$ cat src/rtl/dpmem_arb_pkg.sv
// Shared types and constants for the dual-port memory request arbiter.
package dpmem_arb_pkg;

    typedef enum logic {
        PORT1 = 1'b0,
        PORT2 = 1'b1
    } port_e;

    // Wide enough for the largest supported requester count (16).
    localparam int TAG_IDX_W = 4;

    typedef struct packed {
        logic                 vld;
        logic [TAG_IDX_W-1:0] idx;
    } tag_t;

    // Truncated to the counter width at the point of use.
    localparam logic [63:0] CONFLICT_CNT_MAX = '1;

endpackage

$ cat src/rtl/dpmem_rr_picker.sv
// Circular find-first-set over a request mask, starting at a given index.
module dpmem_rr_picker #(
    parameter  int N  = 4,
    localparam int IW = $clog2(N)
) (
    input  logic [N-1:0]  mask,
    input  logic [IW-1:0] start,
    output logic          found,
    output logic [IW-1:0] idx
);

    logic [IW-1:0] j;

    // Scan downwards so the candidate closest to start is written last and wins.
    always_comb begin
        found = 1'b0;
        idx   = '0;
        j     = '0;
        for (int k = N - 1; k >= 0; k--) begin
            j = IW'((int'(start) + k) % N);
            if (mask[j]) begin
                found = 1'b1;
                idx   = j;
            end
        end
    end

endmodule

$ cat src/rtl/dpmem_req_arbiter.sv
// Round-robin arbiter sharing both ports of the dual-port memory between N_REQ
// requesters, with same-address deferral and tagged read-data return.
module dpmem_req_arbiter
    import dpmem_arb_pkg::*;
#(
    parameter  int N_REQ   = 4,
    parameter  int DATA_W  = 32,
    parameter  int DEPTH   = 256,
    parameter  int CNT_W   = 16,
    parameter  int SIM_DLY = 1,
    localparam int ADDR_W  = $clog2(DEPTH)
) (
    input  logic                       clk,
    input  logic                       rst,
    input  logic [N_REQ-1:0]           req_vld,
    input  logic [N_REQ-1:0]           req_wr,
    input  logic [N_REQ*ADDR_W-1:0]    req_addr,
    input  logic [N_REQ*DATA_W-1:0]    req_wr_data,
    output logic [N_REQ-1:0]           req_gnt,
    output logic [N_REQ-1:0]           rsp_vld,
    output logic [N_REQ*DATA_W-1:0]    rsp_data,
    output logic                       p1_rd_req,
    output logic                       p1_wr_req,
    output logic [ADDR_W-1:0]          p1_addr,
    output logic [DATA_W-1:0]          p1_wr_data,
    input  logic                       p1_rd_data_valid,
    input  logic [DATA_W-1:0]          p1_rd_data,
    output logic                       p2_rd_req,
    output logic                       p2_wr_req,
    output logic [ADDR_W-1:0]          p2_addr,
    output logic [DATA_W-1:0]          p2_wr_data,
    input  logic                       p2_rd_data_valid,
    input  logic [DATA_W-1:0]          p2_rd_data,
    output logic [CNT_W-1:0]           conflict_cnt
);

    localparam int IW = $clog2(N_REQ);
    localparam logic [CNT_W-1:0] CNT_MAX = CNT_W'(CONFLICT_CNT_MAX);

    // Flop updates are zero-delay; SIM_DLY is accepted only for drop-in compatibility.
    if (N_REQ < 2 || N_REQ > 16 || SIM_DLY < 0) begin : g_bad_param
        $error("dpmem_req_arbiter: unsupported parameter values");
    end

    logic [N_REQ-1:0][ADDR_W-1:0] addr;
    logic [N_REQ-1:0][DATA_W-1:0] wdata;
    logic [N_REQ-1:0][DATA_W-1:0] rsp_data_q;
    logic [IW-1:0]                ptr, a_idx, b_idx, b_start;
    logic                         a_found, b_found;
    logic [N_REQ-1:0]             b_mask, defer, hit1, hit2;
    tag_t [1:0]                   tag;

    assign addr     = req_addr;
    assign wdata    = req_wr_data;
    assign rsp_data = rsp_data_q;

    dpmem_rr_picker #(.N(N_REQ)) u_pick_a (
        .mask  (req_vld),
        .start (ptr),
        .found (a_found),
        .idx   (a_idx)
    );

    assign b_start = (a_idx == IW'(N_REQ - 1)) ? '0 : a_idx + IW'(1);

    // Anything sharing A's address is held back so the two ports never collide.
    always_comb begin
        b_mask = '0;
        defer  = '0;
        for (int i = 0; i < N_REQ; i++) begin
            if (req_vld[i] && IW'(i) != a_idx) begin
                if (addr[i] == addr[a_idx]) defer[i]  = 1'b1;
                else                        b_mask[i] = 1'b1;
            end
        end
    end

    dpmem_rr_picker #(.N(N_REQ)) u_pick_b (
        .mask  (b_mask),
        .start (b_start),
        .found (b_found),
        .idx   (b_idx)
    );

    always_comb begin
        req_gnt = '0;
        if (a_found) req_gnt[a_idx] = 1'b1;
        if (b_found) req_gnt[b_idx] = 1'b1;
    end

    assign p1_rd_req  = a_found & ~req_wr[a_idx];
    assign p1_wr_req  = a_found &  req_wr[a_idx];
    assign p1_addr    = a_found ? addr[a_idx]  : '0;
    assign p1_wr_data = a_found ? wdata[a_idx] : '0;

    assign p2_rd_req  = b_found & ~req_wr[b_idx];
    assign p2_wr_req  = b_found &  req_wr[b_idx];
    assign p2_addr    = b_found ? addr[b_idx]  : '0;
    assign p2_wr_data = b_found ? wdata[b_idx] : '0;

    always_comb begin
        hit1 = '0;
        hit2 = '0;
        for (int i = 0; i < N_REQ; i++) begin
            hit1[i] = p1_rd_data_valid & tag[PORT1].vld & (tag[PORT1].idx == TAG_IDX_W'(i));
            hit2[i] = p2_rd_data_valid & tag[PORT2].vld & (tag[PORT2].idx == TAG_IDX_W'(i));
        end
    end

    always_ff @(posedge clk or posedge rst) begin
        if (rst) begin
            ptr          <= '0;
            tag          <= '0;
            rsp_vld      <= '0;
            rsp_data_q   <= '0;
            conflict_cnt <= '0;
        end else begin
            if (a_found) ptr <= b_start;
            tag[PORT1] <= '{vld: p1_rd_req, idx: TAG_IDX_W'(a_idx)};
            tag[PORT2] <= '{vld: p2_rd_req, idx: TAG_IDX_W'(b_idx)};
            if (|defer && conflict_cnt != CNT_MAX) conflict_cnt <= conflict_cnt + CNT_W'(1);
            for (int i = 0; i < N_REQ; i++) begin
                rsp_vld[i] <= hit1[i] | hit2[i];
                if (hit1[i])      rsp_data_q[i] <= p1_rd_data;
                else if (hit2[i]) rsp_data_q[i] <= p2_rd_data;
            end
        end
    end

endmodule
$ cat config.mk
export PLATFORM = sky130hd
export DESIGN_NAME = dpmem_req_arbiter
export DESIGN_NICKNAME = d
export VERILOG_FILES = /design/src/rtl/dpmem_arb_pkg.sv /design/src/rtl/dpmem_rr_picker.sv /design/src/rtl/dpmem_req_arbiter.sv
export SDC_FILE = /design/constraint.sdc
export NUM_CORES = 1
export LEC_CHECK = 0
export BUFFER_PORTS_ARGS = -buffer_cell sky130_fd_sc_hd__buf_2
export CAP_MARGIN = 20
export CORE_AREA = 4 4 180 182
export CTS_CLUSTER_SIZE = 30
export DETAILED_ROUTE_END_ITERATION = 10
export DIE_AREA = 0 0 184 186
export MAX_ROUTING_LAYER = met4
export PLACE_DENSITY = 0.77
export RECOVER_POWER = 50
export SLEW_MARGIN = 5
export SYNTH_ARGS = -nofsm -noshare
export SYNTH_HDL_FRONTEND = slang
export SYNTH_SLANG_ARGS = --single-unit
$ cat constraint.sdc
create_clock -name clk -period 6.3 [get_ports clk]
set_clock_uncertainty 0.15 [all_clocks]
set_input_delay 1.26 -clock clk [delete_from_list [all_inputs] [get_ports clk]]
set_output_delay 1.26 -clock clk [all_outputs]
set_load 0.01 [all_outputs]
==> out/results.tsv, run 1 <==
metric	value	unit
Setup TNS Final	0	ns
sequential share of the synthesized area	32.1	%
HP Class	flop to flop	
chip width	184	um
die footprint	34200	um2
#FFs+latches synth	156	
largest net degree at the start of global routing	107	
core region area	30600	um2
Setup-failing EPs final	0	
relative slew slack	-170	%
async set-reset flop share out of synthesis	100	%
Startpoint Class	primary input	
outcome	finished with violations	
Die Y	186	um
H-tree depth	4	
Routed Antenna Nets	0	
DRC Markers	0	
Final GP Congestion	1.05	
mapped cell area	12200	um2
Synth Area per Inst	8.67	um2
dpl ws	0.0806	ns
port bufs	471	
Final Slew Violations	239	
Pwr Density	542	nW/um2
Syn Inst Count	1402	
final core utilization	51.0	%
max cap viols	3	
Final min period	6.14	ns
Clk pin slew, worst setup/hold paths	0.06	ns
RSZ-0062 raised after global routing	false	
clk buf depth	2	
Static Leak	0.00780	uW
GRT Residual Overflow	0	
final wirelength	46400	um
Initial Util	39.7	%
first-pass GRT wire length	68800	um
CTS Root Cell	clkbuf_16	
Layout area overhead	28.4	%
# rows	64	
Critical Path RT	4.89	ns
Worst-Skew Late Latency	0.42	ns
Starting DRT DRC Count	759	
final std cells w/o fill	2216	
Slew @ Worst Pin	4.05	ns
final hold vios	0	
Max FO, Critical Path	36	
fill count	2864	
Layout Nets	2037	
I/O Pins	472	
DR pass1 iterations	5	
via count	12800	
overall routing resource usage	25.9	%
total CTS buffers	17	
final period utilization	97.4	%
Post-DP Area	14900	um2
WP data arrival	4.73	ns
synth warn	0	
Critical Path End Type	output port	
Mapped Nets	1643	
Max VDD drop	0.293	mV
Post-synth EDFFs	0	
layout cell share with drive strength beyond 1	27.0	%
placed instance count	2173	
CTS tree	done	
final worst setup slack	0.163	ns
critical path class	primary input to output port	
antenna violations before repair	13	
cell area after layout	15600	um2
Setup Buffers After CTS	0	
via/cell ratio	5.79	
Synth Flop Type	dfrtp_1	
Clock Sinks	156	
Netlist cell types	75	
failing checks	capacitance limit, slew limit	
Wirelength per Cell	20.9	um
FMAX	0.163	GHz
HPWL after DPL	34500	um
vias in the first global route	12400	
-- per-layer routing --
metal  vias to the layer above  track usage [%]  wire, um
met2                       658             42.4     22500
li1                       5936                -         -
met5                         -                -         0
met4                         0             10.5      1610
met3                       111             6.23      4320
met1                      6128             30.8     18000
-- kinds of logic after synthesis --
group	after synthesis	synth area share (%)
compound gates	400	23.1
simple gates	354	13.9
mux	248	20.4
buf+inv	188	6.32
flops	156	32.1
xor+xnor	51	3.68
fa+ha+maj	5	0.515
-- final timing paths --
path,startpoint,endpoint,slack (ns),cells after the start
setup / recovery,req_vld[0],p2_wr_data[22],0.16,15
setup reg to reg,ptr[1],conflict_cnt[1],2.35,10
hold / removal,conflict_cnt[12],conflict_cnt[12],0.33,1
min in group asynchronous,rst,rsp_data[53],2.22,2
hold reg to reg,conflict_cnt[12],conflict_cnt[12],0.33,1
max in group asynchronous,rst,rsp_data[8],1.47,3
-- sequential cells by signal, indices dropped and copies added, names as in the netlist --
register and flops:
tag 6, rsp_vld 4, conflict_cnt 16, rsp_data 128, ptr 2
-- placed cells by master, fill, tap and decap left out, types with 4 or more instances in the layout --
master     instances
buf_4             28
nand4_1            6
a21oi_1          107
diode_2           12
nor4_1             8
dfrtp_1          156
nor2_1           152
xor2_1            31
a21boi_0          40
nor2b_1            6
buf_12            11
ha_1               5
xnor2_1           16
bufinv_16          6
o21ai_1            8
a2111oi_1          7
o21ai_0           43
buf_2            369
clkbuf_16         17
a2111oi_0         30
o211ai_1           6
inv_1             47
o31ai_1           41
and3_1            48
nand3_1           15
mux2i_1          246
nor3_1            15
o2111a_1           4
or3_1              4
a211oi_1          75
clkbuf_1         104
nand2_1           67
-- metrics by stage --
step                      total power [uW]  hold WS (ns)
after floorplan                       5160         0.312
after global placement                7140         0.307
after detailed placement              7250         0.315
after CTS                             8470         0.328
after global routing                  9020         0.361
final                                 8460         0.327
-- cells in the mapped netlist (3+ instances only) --
| cell | instances | area (um2) |
|---|---|---|
| a2111oi_0 | 37 | 324 |
| a211oi_1 | 76 | 571 |
| a21boi_0 | 40 | 300 |
| a21oi_1 | 107 | 536 |
| a31oi_1 | 3 | 18.8 |
| a41o_1 | 3 | 30.0 |
| and2_1 | 3 | 18.8 |
| and3_1 | 48 | 300 |
| buf_1 | 9 | 33.8 |
| buf_2 | 8 | 40.0 |
| buf_6 | 5 | 56.3 |
| clkbuf_1 | 111 | 417 |
| dfrtp_1 | 156 | 3900 |
| ha_1 | 5 | 62.6 |
| inv_1 | 47 | 176 |
| inv_2 | 4 | 15.0 |
| mux2i_1 | 247 | 2470 |
| nand2_1 | 70 | 263 |
| nand3_1 | 15 | 75.1 |
| nand4_1 | 6 | 37.5 |
| nor2_1 | 154 | 578 |
| nor2b_1 | 8 | 50.1 |
| nor3_1 | 18 | 90.1 |
| nor4_1 | 8 | 50.1 |
| o2111a_1 | 4 | 45.0 |
| o211ai_1 | 6 | 45.0 |
| o211ai_2 | 3 | 37.5 |
| o21ai_0 | 44 | 220 |
| o21ai_1 | 8 | 40.0 |
| o31ai_1 | 41 | 308 |
| or2_2 | 3 | 18.8 |
| or3_1 | 4 | 25.0 |
| xnor2_1 | 19 | 166 |
| xor2_1 | 32 | 280 |
-- area by class of cell --
| cell class | instances | area, um2 | share of cell area [%] |
|---|---|---|---|
| multi-input combinational | 1058 | 7630 | 48.9 |
| sequential | 156 | 3900 | 25.0 |
| timing repair buffer | 512 | 2680 | 17.1 |
| tap | 396 | 495 | 3.17 |
| clock buffer | 19 | 443 | 2.84 |
| clock inverter | 12 | 234 | 1.50 |
| inverter | 51 | 194 | 1.24 |
| antenna | 12 | 30.0 | 0.192 |
-- report_power, final --
part | internal [uW] | switching (uW)
combinational | 2230 | 3270
clock | 760 | 423
sequential | 1480 | 298
total | 4470 | 4000
-- timing repair --
action | CTS | global route
endpoints found under the setup margin | 0 | 30
resized for setup | 0 | 26
hold buffers | 0 | 0
-- critical path: stages --
cell,delay [ns]
buf_2,0.14
nor2b_1,0.16
or4b_4,0.59
nand2_8,0.14
buf_4,0.18
a211oi_4,0.09
or2_2,0.35
xnor2_1,0.30
buf_4,0.18
a41oi_4,0.12
buf_12,0.21
a2111oi_1,0.37
o31ai_1,0.14
mux2i_1,0.27
buf_2,0.19
(Power assumes the default switching activity.)
==> inputs of run 2 (changes only) <==
--- a/config.mk
+++ b/config.mk
@@ -7,12 +7,13 @@
 export LEC_CHECK = 0
 export BUFFER_PORTS_ARGS = -buffer_cell sky130_fd_sc_hd__buf_2
 export CAP_MARGIN = 20
-export CORE_AREA = 4 4 180 182
+export CORE_ASPECT_RATIO = 0.6
+export CORE_MARGIN = 4
+export CORE_UTILIZATION = 45
 export CTS_CLUSTER_SIZE = 30
 export DETAILED_ROUTE_END_ITERATION = 10
-export DIE_AREA = 0 0 184 186
 export MAX_ROUTING_LAYER = met4
-export PLACE_DENSITY = 0.77
+export PLACE_DENSITY = 0.85
 export RECOVER_POWER = 50
 export SLEW_MARGIN = 5
 export SYNTH_ARGS = -nofsm -noshare
==> out/results.tsv, run 2 (synthesized netlist as in run 1, its figures left out) <==
metric	value	unit	change
outcome	finished with violations		
failing checks	capacitance limit, slew limit		
Die Y	135	um	-27%
Largest register FFs	128		unchanged
leading cell type in the layout, fill and taps excluded	buf_2		
Starting DRT DRC Count	1240		+63%
switching fraction of total power	48.7	%	+1.5 points
net switching power	4100	uW	+2.7%
total CTS buffers	17		unchanged
Hold-fix buffers, CTS	0		unchanged
layout cell share with drive strength beyond 1	27.0	%	about the same
H-tree depth	4		unchanged
relative slew slack	-174	%	-3.7 points
Setup TNS Final	0	ns	unchanged
chip width	220	um	+20%
vias in the first global route	12400		+0.056%
Critical Path End Type	output port		
delay-heaviest family, CP	simple AND/OR/NAND/NOR gates		
Slew @ Worst Pin	4.10	ns	+0.0552 ns
Clk pin slew, worst setup/hold paths	0.07	ns	about the same
Clk pwr share	12.7	%	-1.3 points
core region area	26500	um2	-13%
clk buf depth	2		unchanged
Setup-failing EPs final	0		unchanged
GRT Residual Overflow	0		unchanged
# rows	46		-28%
CTS Root Cell	clkbuf_16		
via/cell ratio	6.16		+6.3%
Layout Nets	2042		+0.25%
final std cells w/o fill	2181		-1.6%
Sequential Power Share	21.0	%	about the same
Slowest cell on crit path	or4b_4		
Internal	4320	uW	-3.3%
Layout area overhead	27.3	%	
Static Leak	0.00778	uW	-0.27%
Critical Path RT	4.89	ns	about the same
Hold Path Cell Cnt	2		+1
Initial Util	45.9	%	+6.2 points
Final min period	6.21	ns	+0.0736 ns
HP Class	flop to flop		
WP data arrival	4.80	ns	+0.07 ns
Final GP Congestion	1.03		-1.8%
CP cell instances	buf_2 > nor2b_1 > or4b_4 > nand2_8 > inv_2 > a211oi_1 > and4b_1 > or2_1 > a21oi_1 > a21oi_1 > o311a_4 > buf_4 > clkbuf_16 > mux2i_1 > buf_2		
max incr delay on CP	0.59	ns	about the same
Startpoint Class	primary input		
DR pass1 iterations	5		unchanged
final core utilization	58.4	%	+7.4 points
die footprint	29800	um2	-13%
final period utilization	98.6	%	+1.2 points
CP bufs+invs	5		unchanged
HPWL after DPL	34700	um	+0.43%
CTS tree	done		
I/O Pins	472		unchanged
CP Depth	15		unchanged
via count	13400		+4.6%
Worst-Skew Late Latency	0.43	ns	about the same
Final Slew Violations	239		unchanged
first-pass GRT wire length	70400	um	+2.2%
antenna violations before repair	7		-6
Max VDD drop	0.277	mV	-5.5%
Clock Sinks	156		unchanged
Pwr Density	545	nW/um2	+0.43%
max cap viols	3		unchanged
r2r worst-path depth	10		unchanged
Max FO, Critical Path	10		-72%
cell area after layout	15500	um2	-0.89%
Post-DP Area	14800	um2	-0.74%
Routed Antenna Nets	0		unchanged
FMAX	0.161	GHz	-1.2%
Comb power frac	66.3	%	+1.3 points
final hold vios	0		unchanged
final wirelength	47500	um	+2.3%
placed instance count	2135		-1.7%
Wirelength per Cell	21.8	um	+3.9%
critical path class	primary input to output port		
fill count	2358		-18%
Overall Power	8430	uW	-0.46%
port bufs	471		unchanged
most frequent cells in the layout	buf_2 (370), mux2i_1 (246), dfrtp_1 (156)		
overall routing resource usage	30.7	%	+4.8 points
DRC Markers	0		unchanged
largest net degree at the start of global routing	107		unchanged
==> run 2: cell type report <==
type	count	area (um2)	area share, %
clock inverter	14	179	1.16
sequential	156	3900	25.2
tap	360	450	2.91
clock buffer	18	429	2.77
antenna	7	17.5	0.113
timing repair buffer	517	2710	17.5
inverter	51	191	1.24
multi-input combinational	1058	7590	49.1
==> run 2: power groups by stage <==
stage / registers [uW] / clock network (uW) / logic [uW]
3_5_place_dp: 1770 / 0 / 5430
4_1_cts: 1750 / 1090 / 5460
3_3_place_gp: 1740 / 0 / 5290
5_1_grt: 1820 / 1140 / 5970
6_report: 1770 / 1070 / 5580
2_1_floorplan: 1940 / 0 / 3220
==> run 2: path summary, 6_finish.rpt <==
check,startpoint,endpoint,slack [ns]
min in group asynchronous,rst,rsp_data[118],2.20
hold / removal,rsp_data[7],rsp_data[7],0.33
hold reg to reg,rsp_data[7],rsp_data[7],0.33
setup reg to reg,ptr[0],conflict_cnt[1],2.32
setup / recovery,req_vld[0],p2_wr_data[8],0.09
max in group asynchronous,rst,tag[6],1.45
==> run 2: metrics by stage <==
step,setup slack [ns],hold slack [ns]
final,0.0889,0.333
after global routing,-0.0247,0.351
after CTS,0.0163,0.333
after detailed placement,0.0303,0.316
after global placement,0.175,0.306
after floorplan,0.173,0.312
==> run 2: metal layers <==
metal / vias up / global-route usage [%] / wire length [um]
li1: 5942 / - / -
met1: 6542 / 40.4 / 19500
met2: 809 / 47.3 / 21900
met3: 132 / 6.61 / 4360
met4: 0 / 10.5 / 1660
met5: - / - / 0
==> run 2: repair_timing <==
item	4_1_cts	5_1_grt
hold endpoints to repair	0	0
setup buffers	0	5
endpoints found under the setup margin	0	44
resized for setup	0	17
==> run 2: worst min-delay path: cells and delay by family (launching register included) <==
| kind | cells | cell delay, ns |
|---|---|---|
| AND/OR/NAND/NOR | 1 | 0.04 |
| flip-flops | 1 | 0.35 |
| AO/OA/AOI/OAI | 1 | 0.06 |
==> inputs of run 3 (changes only) <==
--- a/config.mk
+++ b/config.mk
@@ -5,6 +5,7 @@
 export SDC_FILE = /design/constraint.sdc
 export NUM_CORES = 1
 export LEC_CHECK = 0
+export ABC_CLOCK_PERIOD_IN_PS = 6300
 export BUFFER_PORTS_ARGS = -buffer_cell sky130_fd_sc_hd__buf_2
 export CAP_MARGIN = 20
 export CORE_ASPECT_RATIO = 0.6
@@ -14,7 +15,6 @@
 export DETAILED_ROUTE_END_ITERATION = 10
 export MAX_ROUTING_LAYER = met4
 export PLACE_DENSITY = 0.85
-export RECOVER_POWER = 50
 export SLEW_MARGIN = 5
 export SYNTH_ARGS = -nofsm -noshare
 export SYNTH_HDL_FRONTEND = slang
==> out/results.tsv, run 3 (synthesized netlist as in run 1, its figures left out) <==
metric	value	unit	change
via count	13500		+0.37%
CTS tree	done		
WP data arrival	4.78	ns	-0.02 ns
total CTS buffers	17		unchanged
final wirelength	47500	um	about the same
Worst R2R Start	ptr[0]		
Setup-failing EPs final	0		unchanged
Slowest cell on crit path	or4b_4		
max layer used	met4		
Final GP Congestion	1.03		unchanged
port bufs	471		unchanged
Multi-input gate area	7590	um2	unchanged
Worst-Skew Late Latency	0.43	ns	about the same
Final min period	6.19	ns	-0.0190 ns
final std cells w/o fill	2181		unchanged
largest net degree at the start of global routing	107		unchanged
Wirelength per Cell	21.8	um	about the same
CTS Root Cell	clkbuf_16		
beginning of the worst hold path	rsp_data[7]		
final worst setup slack	0.108	ns	+0.0190 ns
Largest register FFs	128		unchanged
Initial Util	45.9	%	unchanged
outcome	complete, no violations		
# rows	46		unchanged
final period utilization	98.3	%	-0.30 points
chip width	220	um	unchanged
met3 wire length	4600	um	+5.3%
relative slew slack	33.7	%	+210 points
DRC Markers	0		unchanged
hold endpoint	rsp_data[7]		
Final Slew Violations	0		-100%
placed instance count	2135		unchanged
Hold Path Cell Cnt	2		unchanged
dpl ws	0.0303	ns	unchanged
CP cell instances	buf_2 > nor2b_1 > or4b_4 > nand2_8 > inv_2 > buf_4 > o21ai_1 > a211oi_2 > nor4b_4 > a311oi_4 > o211ai_1 > o311a_4 > buf_4 > clkbuf_16 > mux2i_1 > buf_2		
cell area after layout	15600	um2	+0.90%
Reg2Reg Capture Point	conflict_cnt[1]		
delay-heaviest family, CP	simple AND/OR/NAND/NOR gates		
via/cell ratio	6.18		+0.37%
Pwr Density	544	nW/um2	about the same
FMAX	0.161	GHz	+0.31%
Critical Path RT	4.89	ns	about the same
fill count	2299		-2.5%
final hold vios	0		unchanged
max cap viols	0		-3
Layout area overhead	28.4	%	
Post-DP Area	14800	um2	unchanged
r2r worst-path depth	10		unchanged
first-pass GRT wire length	70400	um	unchanged
Routed Antenna Nets	0		unchanged
Hold-fix buffers, CTS	0		unchanged
Clk pin slew, worst setup/hold paths	0.07	ns	about the same
overall routing resource usage	30.7	%	unchanged
HPWL after DPL	34700	um	unchanged
clk buf depth	2		unchanged
GRT Residual Overflow	0		unchanged
I/O Pins	472		unchanged
core region area	26500	um2	unchanged
H-tree depth	4		unchanged
layout cell share with drive strength beyond 1	32.7	%	+5.7 points
Layout Nets	2042		unchanged
DR pass1 iterations	6		+1
met2 WL post-DR	21900	um	about the same
Max FO, Critical Path	14		+4
HP Class	flop to flop		
most frequent cells in the layout	buf_2 (471), mux2i_1 (246), dfrtp_1 (156)		
vias in the first global route	12400		unchanged
critical path class	primary input to output port		
Clock Sinks	156		unchanged
Critical Path End Type	output port		
die footprint	29800	um2	unchanged
M1 WL	19300	um	-1.1%
Startpoint Class	primary input		
leading cell type in the layout, fill and taps excluded	buf_2		
Die Y	135	um	unchanged
Static Leak	0.00806	uW	+3.6%
Max VDD drop	0.280	mV	+0.93%
CP bufs+invs	6		+1
Slew @ Worst Pin	0.995	ns	-3.11 ns
Starting DRT DRC Count	1239		-0.081%
Seq. cell area	3900	um2	unchanged
antenna violations before repair	7		unchanged
max incr delay on CP	0.59	ns	about the same
flop2flop setup slack	2.34	ns	+0.02 ns
## run 3: routing by layer
metal  vias to the layer above  GRT usage (%)
met4                         0           10.5
met5                         -              -
li1                       5946              -
met1                      6536           40.4
met2                       855           47.3
met3                       138           6.61
## run 3: worst max-delay path by stage
stage | startpoint | to | slack [ns] | depth (start not counted)
after floorplan | req_vld[0] | p2_wr_data[23] | 0.17 | 14
after CTS | req_vld[2] | p2_wr_data[25] | 0.02 | 15
final | req_vld[0] | p2_wr_data[8] | 0.11 | 16
after global routing | req_vld[0] | p2_wr_data[9] | -0.02 | 16
after global placement | req_vld[0] | p2_wr_data[9] | 0.18 | 16
after detailed placement | req_vld[2] | p2_wr_data[25] | 0.03 | 15
## run 3: power breakdown
part,internal (uW),switching [uW]
clock,601,475
sequential,1470,282
combinational,2320,3340
## run 3: repair_timing
action	4_1_cts	5_1_grt
setup buffers	0	5
gates resized for setup	0	17
hold endpoints to repair	0	0
setup endpoints to repair	0	44
## run 3: tightest hold or removal path, stage by stage, from the launching register on
cell     delay, ns
dfrtp_1       0.34
nand2_1       0.04
o21ai_0       0.06
## run 3: per-stage QoR
step / hold WS (ns) / total power [uW] / utilization (%) / setup TNS [ns]
CTS: 0.333 / 8300 / 58.3 / 0
detailed placement: 0.316 / 7200 / 56.0 / 0
global placement: 0.306 / 7030 / 56.0 / 0
finish: 0.328 / 8500 / 59.0 / 0
floorplan: 0.312 / 5160 / - / 0
global route: 0.346 / 9000 / 59.0 / -0.0262
## run 3: area by class of cell
| cell class | instances | area share (%) |
|---|---|---|
| flip-flops and latches | 156 | 25.0 |
| multi-input cells | 1058 | 48.6 |
| repair buffers | 517 | 18.2 |
| clock inverters | 14 | 1.15 |
| well taps | 360 | 2.89 |
| diodes | 7 | 0.112 |
| clock buffers | 18 | 2.75 |
| inverters | 51 | 1.26 |
